$ cat config.mk
export PLATFORM = sky130hd
export DESIGN_NAME = dct_ctrl_regs
export DESIGN_NICKNAME = d
export VERILOG_FILES = /design/src/rtl/dct_ctrl_pkg.sv /design/src/rtl/dct_ctrl_if.sv /design/src/rtl/dct_ctrl_axil_if.sv /design/src/rtl/dct_ctrl_regs.sv
export SDC_FILE = /design/constraint.sdc
export NUM_CORES = 1
export LEC_CHECK = 0
export ABC_AREA = 1
export CORE_ASPECT_RATIO = 0.75
export CORE_MARGIN = 2
export CORE_UTILIZATION = 43
export DETAILED_ROUTE_END_ITERATION = 8
export PLACE_DENSITY = 0.82
export SYNTH_ARGS = -nofsm -noshare
export SYNTH_HDL_FRONTEND = slang
export SYNTH_SLANG_ARGS = --single-unit
$ cat constraint.sdc
create_clock -name aclk -period 1.4 [get_ports aclk]
set_clock_uncertainty 0.1 [all_clocks]
set_input_delay 0.21 -clock aclk [delete_from_list [all_inputs] [get_ports aclk]]
set_output_delay 0.21 -clock aclk [all_outputs]
set_load 0.03 [all_outputs]
$ cat src/rtl/dct_ctrl_pkg.sv
// ---------------------------------------------------------------------------
// dct_ctrl_pkg
// Shared constants for the DCT control register block: register byte
// offsets, bit positions inside CTRL/STATUS, the VERSION value, AXI4-Lite
// response codes, the register-select enum and a byte-strobe merge helper.
// ---------------------------------------------------------------------------
package dct_ctrl_pkg;

  // Register byte offsets (word aligned)
  localparam int unsigned OFF_CTRL    = 32'h000;
  localparam int unsigned OFF_STATUS  = 32'h004;
  localparam int unsigned OFF_SRC     = 32'h008;
  localparam int unsigned OFF_DST     = 32'h00C;
  localparam int unsigned OFF_LEN     = 32'h010;
  localparam int unsigned OFF_VERSION = 32'h014;

  // CTRL bits
  localparam int CTRL_START_BIT  = 0;
  localparam int CTRL_IRQ_EN_BIT = 1;

  // STATUS bits
  localparam int STAT_BUSY_BIT      = 0;
  localparam int STAT_DONE_BIT      = 1;
  localparam int STAT_START_ERR_BIT = 2;

  localparam logic [31:0] VERSION = 32'h0001_0000;

  // AXI4-Lite response codes
  localparam logic [1:0] RESP_OKAY   = 2'b00;
  localparam logic [1:0] RESP_SLVERR = 2'b10;

  typedef enum logic [2:0] {
    REG_CTRL,
    REG_STATUS,
    REG_SRC,
    REG_DST,
    REG_LEN,
    REG_VERSION,
    REG_NONE
  } reg_sel_e;

  // Replace only the bytes whose strobe is set.
  function automatic logic [31:0] apply_wstrb(input logic [31:0] old_val,
                                              input logic [31:0] new_val,
                                              input logic [3:0]  strb);
    logic [31:0] res;
    res = old_val;
    for (int b = 0; b < 4; b++) begin
      if (strb[b]) res[b*8 +: 8] = new_val[b*8 +: 8];
    end
    return res;
  endfunction

endpackage

$ cat src/rtl/dct_ctrl_if.sv
// ---------------------------------------------------------------------------
// dct_ctrl_if
// AXI4-Lite slave bus bundle (AW, W, B, AR, R channels).
// master modport: the bus initiator; slave modport: the register block.
// ---------------------------------------------------------------------------
interface dct_ctrl_if #(
  parameter int ADDR_W = 12,
  parameter int DATA_W = 32
);
  logic [ADDR_W-1:0]   awaddr;
  logic                awvalid;
  logic                awready;
  logic [DATA_W-1:0]   wdata;
  logic [DATA_W/8-1:0] wstrb;
  logic                wvalid;
  logic                wready;
  logic [1:0]          bresp;
  logic                bvalid;
  logic                bready;
  logic [ADDR_W-1:0]   araddr;
  logic                arvalid;
  logic                arready;
  logic [DATA_W-1:0]   rdata;
  logic [1:0]          rresp;
  logic                rvalid;
  logic                rready;

  modport master (
    output awaddr, awvalid, input  awready,
    output wdata, wstrb, wvalid, input wready,
    input  bresp, bvalid, output bready,
    output araddr, arvalid, input arready,
    input  rdata, rresp, rvalid, output rready
  );

  modport slave (
    input  awaddr, awvalid, output awready,
    input  wdata, wstrb, wvalid, output wready,
    output bresp, bvalid, input bready,
    input  araddr, arvalid, output arready,
    output rdata, rresp, rvalid, input rready
  );
endinterface

$ cat src/rtl/dct_ctrl_axil_if.sv
// ---------------------------------------------------------------------------
// dct_ctrl_axil_if
// AXI4-Lite slave handshake engine. Latches AW and W independently, then
// issues a one-cycle write-commit strobe (wr_en_o/addr/data/strb) and raises
// bvalid on the same edge the register file updates. Reads present the AR
// address as a request (rd_en_o/rd_addr_o) and register the response.
// Ports:
//   aclk, areset     clock, synchronous active-high reset
//   axi              AXI4-Lite slave modport
//   wr_*_o, wr_err_i write commit strobe / decode error from register file
//   rd_*_o, rd_*_i   read request / combinational response from register file
// ---------------------------------------------------------------------------
module dct_ctrl_axil_if
  import dct_ctrl_pkg::*;
#(
  parameter int ADDR_W = 12,
  parameter int DATA_W = 32
) (
  input  logic                aclk,
  input  logic                areset,
  dct_ctrl_if.slave           axi,
  output logic                wr_en_o,
  output logic [ADDR_W-1:0]   wr_addr_o,
  output logic [DATA_W-1:0]   wr_data_o,
  output logic [DATA_W/8-1:0] wr_strb_o,
  input  logic                wr_err_i,
  output logic                rd_en_o,
  output logic [ADDR_W-1:0]   rd_addr_o,
  input  logic [DATA_W-1:0]   rd_data_i,
  input  logic                rd_err_i
);

  logic                live_q;     // low during reset and its first cycle
  logic                aw_lat_q;
  logic [ADDR_W-1:0]   awaddr_q;
  logic                w_lat_q;
  logic [DATA_W-1:0]   wdata_q;
  logic [DATA_W/8-1:0] wstrb_q;
  logic                bvalid_q;
  logic [1:0]          bresp_q;
  logic                rvalid_q;
  logic [DATA_W-1:0]   rdata_q;
  logic [1:0]          rresp_q;

  logic aw_hs, w_hs, ar_hs;

  assign axi.awready = live_q & ~aw_lat_q & ~bvalid_q;
  assign axi.wready  = live_q & ~w_lat_q  & ~bvalid_q;
  assign axi.arready = live_q & ~rvalid_q;
  assign axi.bvalid  = bvalid_q;
  assign axi.bresp   = bresp_q;
  assign axi.rvalid  = rvalid_q;
  assign axi.rdata   = rdata_q;
  assign axi.rresp   = rresp_q;

  assign aw_hs = axi.awvalid & axi.awready;
  assign w_hs  = axi.wvalid  & axi.wready;
  assign ar_hs = axi.arvalid & axi.arready;

  // Both halves latched: commit on the next edge. Latches clear on that edge,
  // so the strobe is high for exactly one cycle.
  assign wr_en_o   = aw_lat_q & w_lat_q;
  assign wr_addr_o = awaddr_q;
  assign wr_data_o = wdata_q;
  assign wr_strb_o = wstrb_q;

  assign rd_en_o   = ar_hs;
  assign rd_addr_o = axi.araddr;

  // NOTE: sequential state uses non-blocking assignments so every register
  // samples pre-edge values regardless of statement order.
  always_ff @(posedge aclk) begin
    if (areset) begin
      // NOTE: data/address holding registers are reset too, so every output
      // of the block is a known 0 after reset and in-flight beats are lost.
      live_q   <= 1'b0;
      aw_lat_q <= 1'b0;
      awaddr_q <= '0;
      w_lat_q  <= 1'b0;
      wdata_q  <= '0;
      wstrb_q  <= '0;
      bvalid_q <= 1'b0;
      bresp_q  <= RESP_OKAY;
      rvalid_q <= 1'b0;
      rdata_q  <= '0;
      rresp_q  <= RESP_OKAY;
    end else begin
      live_q <= 1'b1;

      if (aw_hs) begin
        aw_lat_q <= 1'b1;
        awaddr_q <= axi.awaddr;
      end
      if (w_hs) begin
        w_lat_q <= 1'b1;
        wdata_q <= axi.wdata;
        wstrb_q <= axi.wstrb;
      end

      if (wr_en_o) begin
        aw_lat_q <= 1'b0;
        w_lat_q  <= 1'b0;
        bvalid_q <= 1'b1;
        bresp_q  <= wr_err_i ? RESP_SLVERR : RESP_OKAY;
      end else if (bvalid_q && axi.bready) begin
        bvalid_q <= 1'b0;
      end

      if (ar_hs) begin
        rvalid_q <= 1'b1;
        rdata_q  <= rd_data_i;
        rresp_q  <= rd_err_i ? RESP_SLVERR : RESP_OKAY;
      end else if (rvalid_q && axi.rready) begin
        rvalid_q <= 1'b0;
      end
    end
  end

endmodule

$ cat src/rtl/dct_ctrl_regs.sv
// ---------------------------------------------------------------------------
// dct_ctrl_regs
// AXI4-Lite control/status register file for a 4x4 DCT core.
//   0x000 CTRL     bit0 START (W1, reads 0), bit1 IRQ_EN
//   0x004 STATUS   bit0 BUSY (RO), bit1 DONE (W1C), bit2 START_ERR (W1C)
//   0x008 SRC_ADDR, 0x00C DST_ADDR, 0x010 LEN[15:0], 0x014 VERSION (RO)
// Ports:
//   aclk, areset         clock, synchronous active-high reset
//   s_axi_*              AXI4-Lite slave (only DATA_W = 32 is supported)
//   core_busy/core_done  core status level / completion pulse
//   start_pulse          one-cycle core start
//   src_addr/dst_addr/blk_count  DMA setup straight from the registers
//   irq                  registered IRQ_EN & DONE
// ---------------------------------------------------------------------------
module dct_ctrl_regs
  import dct_ctrl_pkg::*;
#(
  parameter int ADDR_W = 12,
  parameter int DATA_W = 32
) (
  input  logic                aclk,
  input  logic                areset,
  input  logic [ADDR_W-1:0]   s_axi_awaddr,
  input  logic                s_axi_awvalid,
  output logic                s_axi_awready,
  input  logic [DATA_W-1:0]   s_axi_wdata,
  input  logic [DATA_W/8-1:0] s_axi_wstrb,
  input  logic                s_axi_wvalid,
  output logic                s_axi_wready,
  output logic [1:0]          s_axi_bresp,
  output logic                s_axi_bvalid,
  input  logic                s_axi_bready,
  input  logic [ADDR_W-1:0]   s_axi_araddr,
  input  logic                s_axi_arvalid,
  output logic                s_axi_arready,
  output logic [DATA_W-1:0]   s_axi_rdata,
  output logic [1:0]          s_axi_rresp,
  output logic                s_axi_rvalid,
  input  logic                s_axi_rready,
  input  logic                core_busy,
  input  logic                core_done,
  output logic                start_pulse,
  output logic [31:0]         src_addr,
  output logic [31:0]         dst_addr,
  output logic [15:0]         blk_count,
  output logic                irq
);

  dct_ctrl_if #(.ADDR_W(ADDR_W), .DATA_W(DATA_W)) axi ();

  assign axi.awaddr    = s_axi_awaddr;
  assign axi.awvalid   = s_axi_awvalid;
  assign s_axi_awready = axi.awready;
  assign axi.wdata     = s_axi_wdata;
  assign axi.wstrb     = s_axi_wstrb;
  assign axi.wvalid    = s_axi_wvalid;
  assign s_axi_wready  = axi.wready;
  assign s_axi_bresp   = axi.bresp;
  assign s_axi_bvalid  = axi.bvalid;
  assign axi.bready    = s_axi_bready;
  assign axi.araddr    = s_axi_araddr;
  assign axi.arvalid   = s_axi_arvalid;
  assign s_axi_arready = axi.arready;
  assign s_axi_rdata   = axi.rdata;
  assign s_axi_rresp   = axi.rresp;
  assign s_axi_rvalid  = axi.rvalid;
  assign axi.rready    = s_axi_rready;

  logic                wr_en, wr_err, rd_en, rd_err;
  logic [ADDR_W-1:0]   wr_addr, rd_addr;
  logic [DATA_W-1:0]   wr_data, rd_data;
  logic [DATA_W/8-1:0] wr_strb;

  dct_ctrl_axil_if #(.ADDR_W(ADDR_W), .DATA_W(DATA_W)) u_axil (
    .aclk      (aclk),
    .areset    (areset),
    .axi       (axi),
    .wr_en_o   (wr_en),
    .wr_addr_o (wr_addr),
    .wr_data_o (wr_data),
    .wr_strb_o (wr_strb),
    .wr_err_i  (wr_err),
    .rd_en_o   (rd_en),
    .rd_addr_o (rd_addr),
    .rd_data_i (rd_data),
    .rd_err_i  (rd_err)
  );

  // Byte-lane address bits are ignored by the map.
  logic unused_addr_lsbs;
  assign unused_addr_lsbs = ^{wr_addr[1:0], rd_addr[1:0]};

  function automatic reg_sel_e decode(input logic [ADDR_W-3:0] word);
    case (word)
      (ADDR_W-2)'(OFF_CTRL    >> 2): return REG_CTRL;
      (ADDR_W-2)'(OFF_STATUS  >> 2): return REG_STATUS;
      (ADDR_W-2)'(OFF_SRC     >> 2): return REG_SRC;
      (ADDR_W-2)'(OFF_DST     >> 2): return REG_DST;
      (ADDR_W-2)'(OFF_LEN     >> 2): return REG_LEN;
      (ADDR_W-2)'(OFF_VERSION >> 2): return REG_VERSION;
      default:                       return REG_NONE;
    endcase
  endfunction

  reg_sel_e wr_sel, rd_sel;
  assign wr_sel = decode(wr_addr[ADDR_W-1:2]);
  assign rd_sel = decode(rd_addr[ADDR_W-1:2]);
  assign wr_err = (wr_sel == REG_NONE);

  logic        irq_en_q, irq_en_d;
  logic        done_q, done_d;
  logic        start_err_q, start_err_d;
  logic [31:0] src_q, src_d;
  logic [31:0] dst_q, dst_d;
  logic [15:0] len_q, len_d;
  logic        start_pulse_q, start_d;
  logic        irq_q;

  always_comb begin
    // NOTE: every combinational output gets a default first, so no path
    // leaves a variable unassigned and no latch is inferred.
    irq_en_d    = irq_en_q;
    done_d      = done_q;
    start_err_d = start_err_q;
    src_d       = src_q;
    dst_d       = dst_q;
    len_d       = len_q;
    start_d     = 1'b0;

    if (wr_en) begin
      case (wr_sel)
        REG_CTRL: if (wr_strb[0]) begin
          irq_en_d = wr_data[CTRL_IRQ_EN_BIT];
          if (wr_data[CTRL_START_BIT]) begin
            if (core_busy) start_err_d = 1'b1;
            else           start_d     = 1'b1;
          end
        end
        REG_STATUS: if (wr_strb[0]) begin
          if (wr_data[STAT_DONE_BIT])      done_d      = 1'b0;
          if (wr_data[STAT_START_ERR_BIT]) start_err_d = 1'b0;
        end
        REG_SRC: src_d = apply_wstrb(src_q, wr_data, wr_strb);
        REG_DST: dst_d = apply_wstrb(dst_q, wr_data, wr_strb);
        REG_LEN: begin
          if (wr_strb[0]) len_d[7:0]  = wr_data[7:0];
          if (wr_strb[1]) len_d[15:8] = wr_data[15:8];
        end
        default: ; // VERSION is read-only; unmapped writes change nothing
      endcase
    end

    // Evaluated after the W1C so a coincident completion is never lost.
    if (core_done) done_d = 1'b1;
  end

  always_comb begin
    rd_data = '0;
    rd_err  = 1'b0;
    if (rd_en) begin
      case (rd_sel)
        REG_CTRL:    rd_data[CTRL_IRQ_EN_BIT] = irq_en_q;
        REG_STATUS: begin
          rd_data[STAT_BUSY_BIT]      = core_busy;
          rd_data[STAT_DONE_BIT]      = done_q;
          rd_data[STAT_START_ERR_BIT] = start_err_q;
        end
        REG_SRC:     rd_data        = src_q;
        REG_DST:     rd_data        = dst_q;
        REG_LEN:     rd_data[15:0]  = len_q;
        REG_VERSION: rd_data        = VERSION;
        default:     rd_err         = 1'b1;
      endcase
    end
  end

  always_ff @(posedge aclk) begin
    if (areset) begin
      irq_en_q      <= 1'b0;
      done_q        <= 1'b0;
      start_err_q   <= 1'b0;
      src_q         <= '0;
      dst_q         <= '0;
      len_q         <= '0;
      start_pulse_q <= 1'b0;
      irq_q         <= 1'b0;
    end else begin
      irq_en_q      <= irq_en_d;
      done_q        <= done_d;
      start_err_q   <= start_err_d;
      src_q         <= src_d;
      dst_q         <= dst_d;
      len_q         <= len_d;
      start_pulse_q <= start_d;
      irq_q         <= irq_en_q & done_q;
    end
  end

  assign start_pulse = start_pulse_q;
  assign irq         = irq_q;
  assign src_addr    = src_q;
  assign dst_addr    = dst_q;
  assign blk_count   = len_q;

endmodule

==> flow_summary_export.csv <==
group,metric,value,unit
timing,finalCriticalPeriod,1.77,ns
place,dpl-instance-area,9860,um^2
critical_path,worstSetupPathType,"reg -> reg",
floorplanning,dieArea,17000,um^2
synthesis,ys_ff_latch,170,
floorplanning,start_util,0.435,
critical_path,cp.required,1.66,ns
timing,rsz0062_at_grt,"yes",
place,io_buffers,185,
finish,final_core_util,0.753,
route,firstDrtPassIters,5,
synthesis,mappedNetlistArea,6880,um^2
place,place_congestion,0.862,
synthesis,netlist_instances,935,
timing,finalSetupViolCount,133,
floorplanning,fp-row-count,40,
route,drtAntennaViolNets,0,
synthesis,async_reset_ff_frac,0,
global_route,overflow,0,
power_and_ir_drop,power.internal,8.48,mW
run,max-cap-violations,0,
synthesis,synth_cell_types,30,
timing,hold_slack,0.155,ns
power_and_ir_drop,clkPwrFrac,0.416,
critical_path,reg2regPathDepth,11,
timing,fin_crit_sh,1.26,
critical_path,cp-start-kind,"flop",
run_status,violations,"negative setup slack",
power_and_ir_drop,finalPower,11.6,mW
power_and_ir_drop,swShare,0.269,
floorplanning,die_h,114,um
worst_hold_path,hold_path_class,"in -> reg",
floorplanning,core,15800,um^2
finish,area_growth_syn_to_layout,73.1,%
finish,diodes,0,
global_route,track_usage,0.309,
critical_path,cp_slowest_cell,"dfxtp_2",
finish,drive_above_1_share,0.458,
route,viasPerCell,5.56,
floorplanning,die_w,150,um
timing,final_max_slew_viol_count,0,
clock_tree,clock-root-buffer,"clkbuf_16",
synthesis,ys.flop_type,"dfxtp_1",
route,num_vias,8044,
timing,fin_ws,-0.370,ns
place,dp.cells,1363,
synthesis,yosysSeqAreaShare,0.495,
power_and_ir_drop,powerDensity,973,nW/um^2
synthesis,synth-edff-count,0,
finish,final_cells,1447,
route,wirelength,28300,um
power_and_ir_drop,p_leak,4.77,nW
critical_path,crit_chain,"inv_2, nand4_4, nor2_2, nand2_2, inv_2, a21oi_4, buf_12, nand3_4, inv_8, nor2_1, nor2_1",
clock_tree,holdBufCountCts,0,
finish,nets,1293,
power_and_ir_drop,max-vdd-ir-drop,0.855,mV
place,dp_hpwl,15700,um
global_route,grt_pass1_vias,7736,
clock_tree,h-tree-depth,4,
run_status,status,"complete, but fails checks",
clock_tree,ctsLongestPathBuffers,2,
power_and_ir_drop,p_sw,3.11,mW
clock_tree,cts_tree,"built",
global_route,grt_pass1_wl,40400,um
synthesis,avgSynthCellArea,7.36,um^2
timing,fmax,565,MHz
timing,final_hold_viol_count,0,
critical_path,crit_arrival,2.03,ns
route,drcViolationCount,0,
worst_hold_path,hold_depth,3,
clock_tree,numCtsBuffers,17,
critical_path,worst_path_largest_cell_delay,0.35,ns
finish,finalInstanceArea,11900,um^2
clock_tree,cts_sinks,170,
clock_tree,clock_latency,0.44,ns
route,post_drt_wl_per_cell,19.6,um
clock_tree,clk_pin_slew_worst_paths,0.06,ns
route,drt_iter0_drc,824,
power_and_ir_drop,combPwrFrac,0.143,
global_route,antenna_found_initial,0,
critical_path,endpoint_kind,"flop",
floorplanning,io-pin-count,192,
power_and_ir_drop,seq_power_share,0.441,
critical_path,crit_fanout,8,
global_route,grt_max_degree,65,
synthesis,yosys_warnings,0,
-- worst max-delay path, delay by kind of cell, from the launching register on --
family | cells | cell delay, ns
compound gates | 1 | 0.17
flops | 1 | 0.35
simple gates | 6 | 0.62
buf+inv | 4 | 0.44
-- area by class of cell --
cell class | count | area, um^2
clock inverters | 12 | 136
clock buffers | 20 | 457
repair buffers | 306 | 3140
well taps | 210 | 263
multi-input cells | 632 | 4060
inverters | 96 | 415
flip-flops and latches | 170 | 3430
fillers | 1028 | 3910
repair inverters | 1 | 7.51
-- per-layer routing --
metal  wire length (um)  GRT usage
met1              10900      0.398
met2              13100      0.490
met3               3020     0.0844
met4               1240      0.127
met5                  0          0
-- power by group through the flow --
| stage | clock (mW) | combinational, mW | sequential [mW] |
|---|---|---|---|
| floorplan | 0 | 0.539 | 5.15 |
| CTS | 4.78 | 1.50 | 5.08 |
| global placement | 0 | 1.06 | 5.15 |
| detailed placement | 0 | 1.08 | 5.16 |
| finish | 4.82 | 1.66 | 5.12 |
| global route | 5.03 | 1.74 | 5.12 |
-- state kept, by name, summed over array words and instances (netlist names), 4 cells and up --
register	count
blk_count	16
dst_addr	32
src_addr	32
u_axil.axi.rdata	32
u_axil.wr_addr_o	10
u_axil.wr_data_o	32
u_axil.wr_strb_o	4
-- cell usage in the layout (no fill, tap or decap), drive strengths merged, types with 8 or more instances in the layout --
cell and count:
nand4 11, nor2 173, buf 233, clkbuf 26
clkdlybuf4s50 53, a21oi 115, inv 98, nor3 8
dfxtp 170, o21ai 139, nand3 35, clkdlybuf4s15 13
nand2 141
-- cell families after synthesis --
group                  share of synthesized area
other                                   0.000545
DFF                                        0.495
AOI/OAI and AO/OA                          0.194
buffers and inverters                     0.0840
and+or+nand+nor                            0.226
-- timing repair --
action | 4_1_cts | 5_1_grt
gates resized for setup | 597 | 202
pin swaps | 58 | 67
setup buffers | 30 | 9
endpoints found under the setup margin | 239 | 202
cloned | 20 | 0
-- through the flow --
step / setup TNS (ns) / setup slack, ns
detailed placement: -40.06 / -0.672
floorplan: -7.81 / -0.106
CTS: -22.21 / -0.254
finish: -27.66 / -0.370
global placement: -34.94 / -0.592
global route: -35.80 / -0.433
-- Yosys cell counts (all sizes together), types with 5 or more instances --
| library cell | number | area, um^2 |
|---|---|---|
| clkbuf | 28 | 105 |
| nand4 | 11 | 83.8 |
| nand2 | 139 | 527 |
| nand3 | 31 | 210 |
| clkinv | 5 | 38.8 |
| a21oi | 115 | 598 |
| dfxtp | 170 | 3400 |
| inv | 91 | 342 |
| o21ai | 139 | 696 |
| nor2 | 173 | 672 |
| nor3 | 8 | 51.3 |
| buf | 16 | 92.6 |
-- final timing paths --
| kind | from | end | slack, ns |
|---|---|---|---|
| hold / removal | areset | u_axil.live_q$_DFF_P_ | 0.16 |
| setup / recovery | u_axil.wr_addr_o[8]$_SDFFE_PP0P_ | src_addr[27]$_SDFFE_PP0P_ | -0.37 |
| hold reg to reg | dst_addr[12]$_SDFFE_PP0P_ | dst_addr[12]$_SDFFE_PP0P_ | 0.37 |
| setup reg to reg | u_axil.wr_addr_o[8]$_SDFFE_PP0P_ | src_addr[27]$_SDFFE_PP0P_ | -0.37 |
Note: power is estimated with default switching activity, not from simulation.
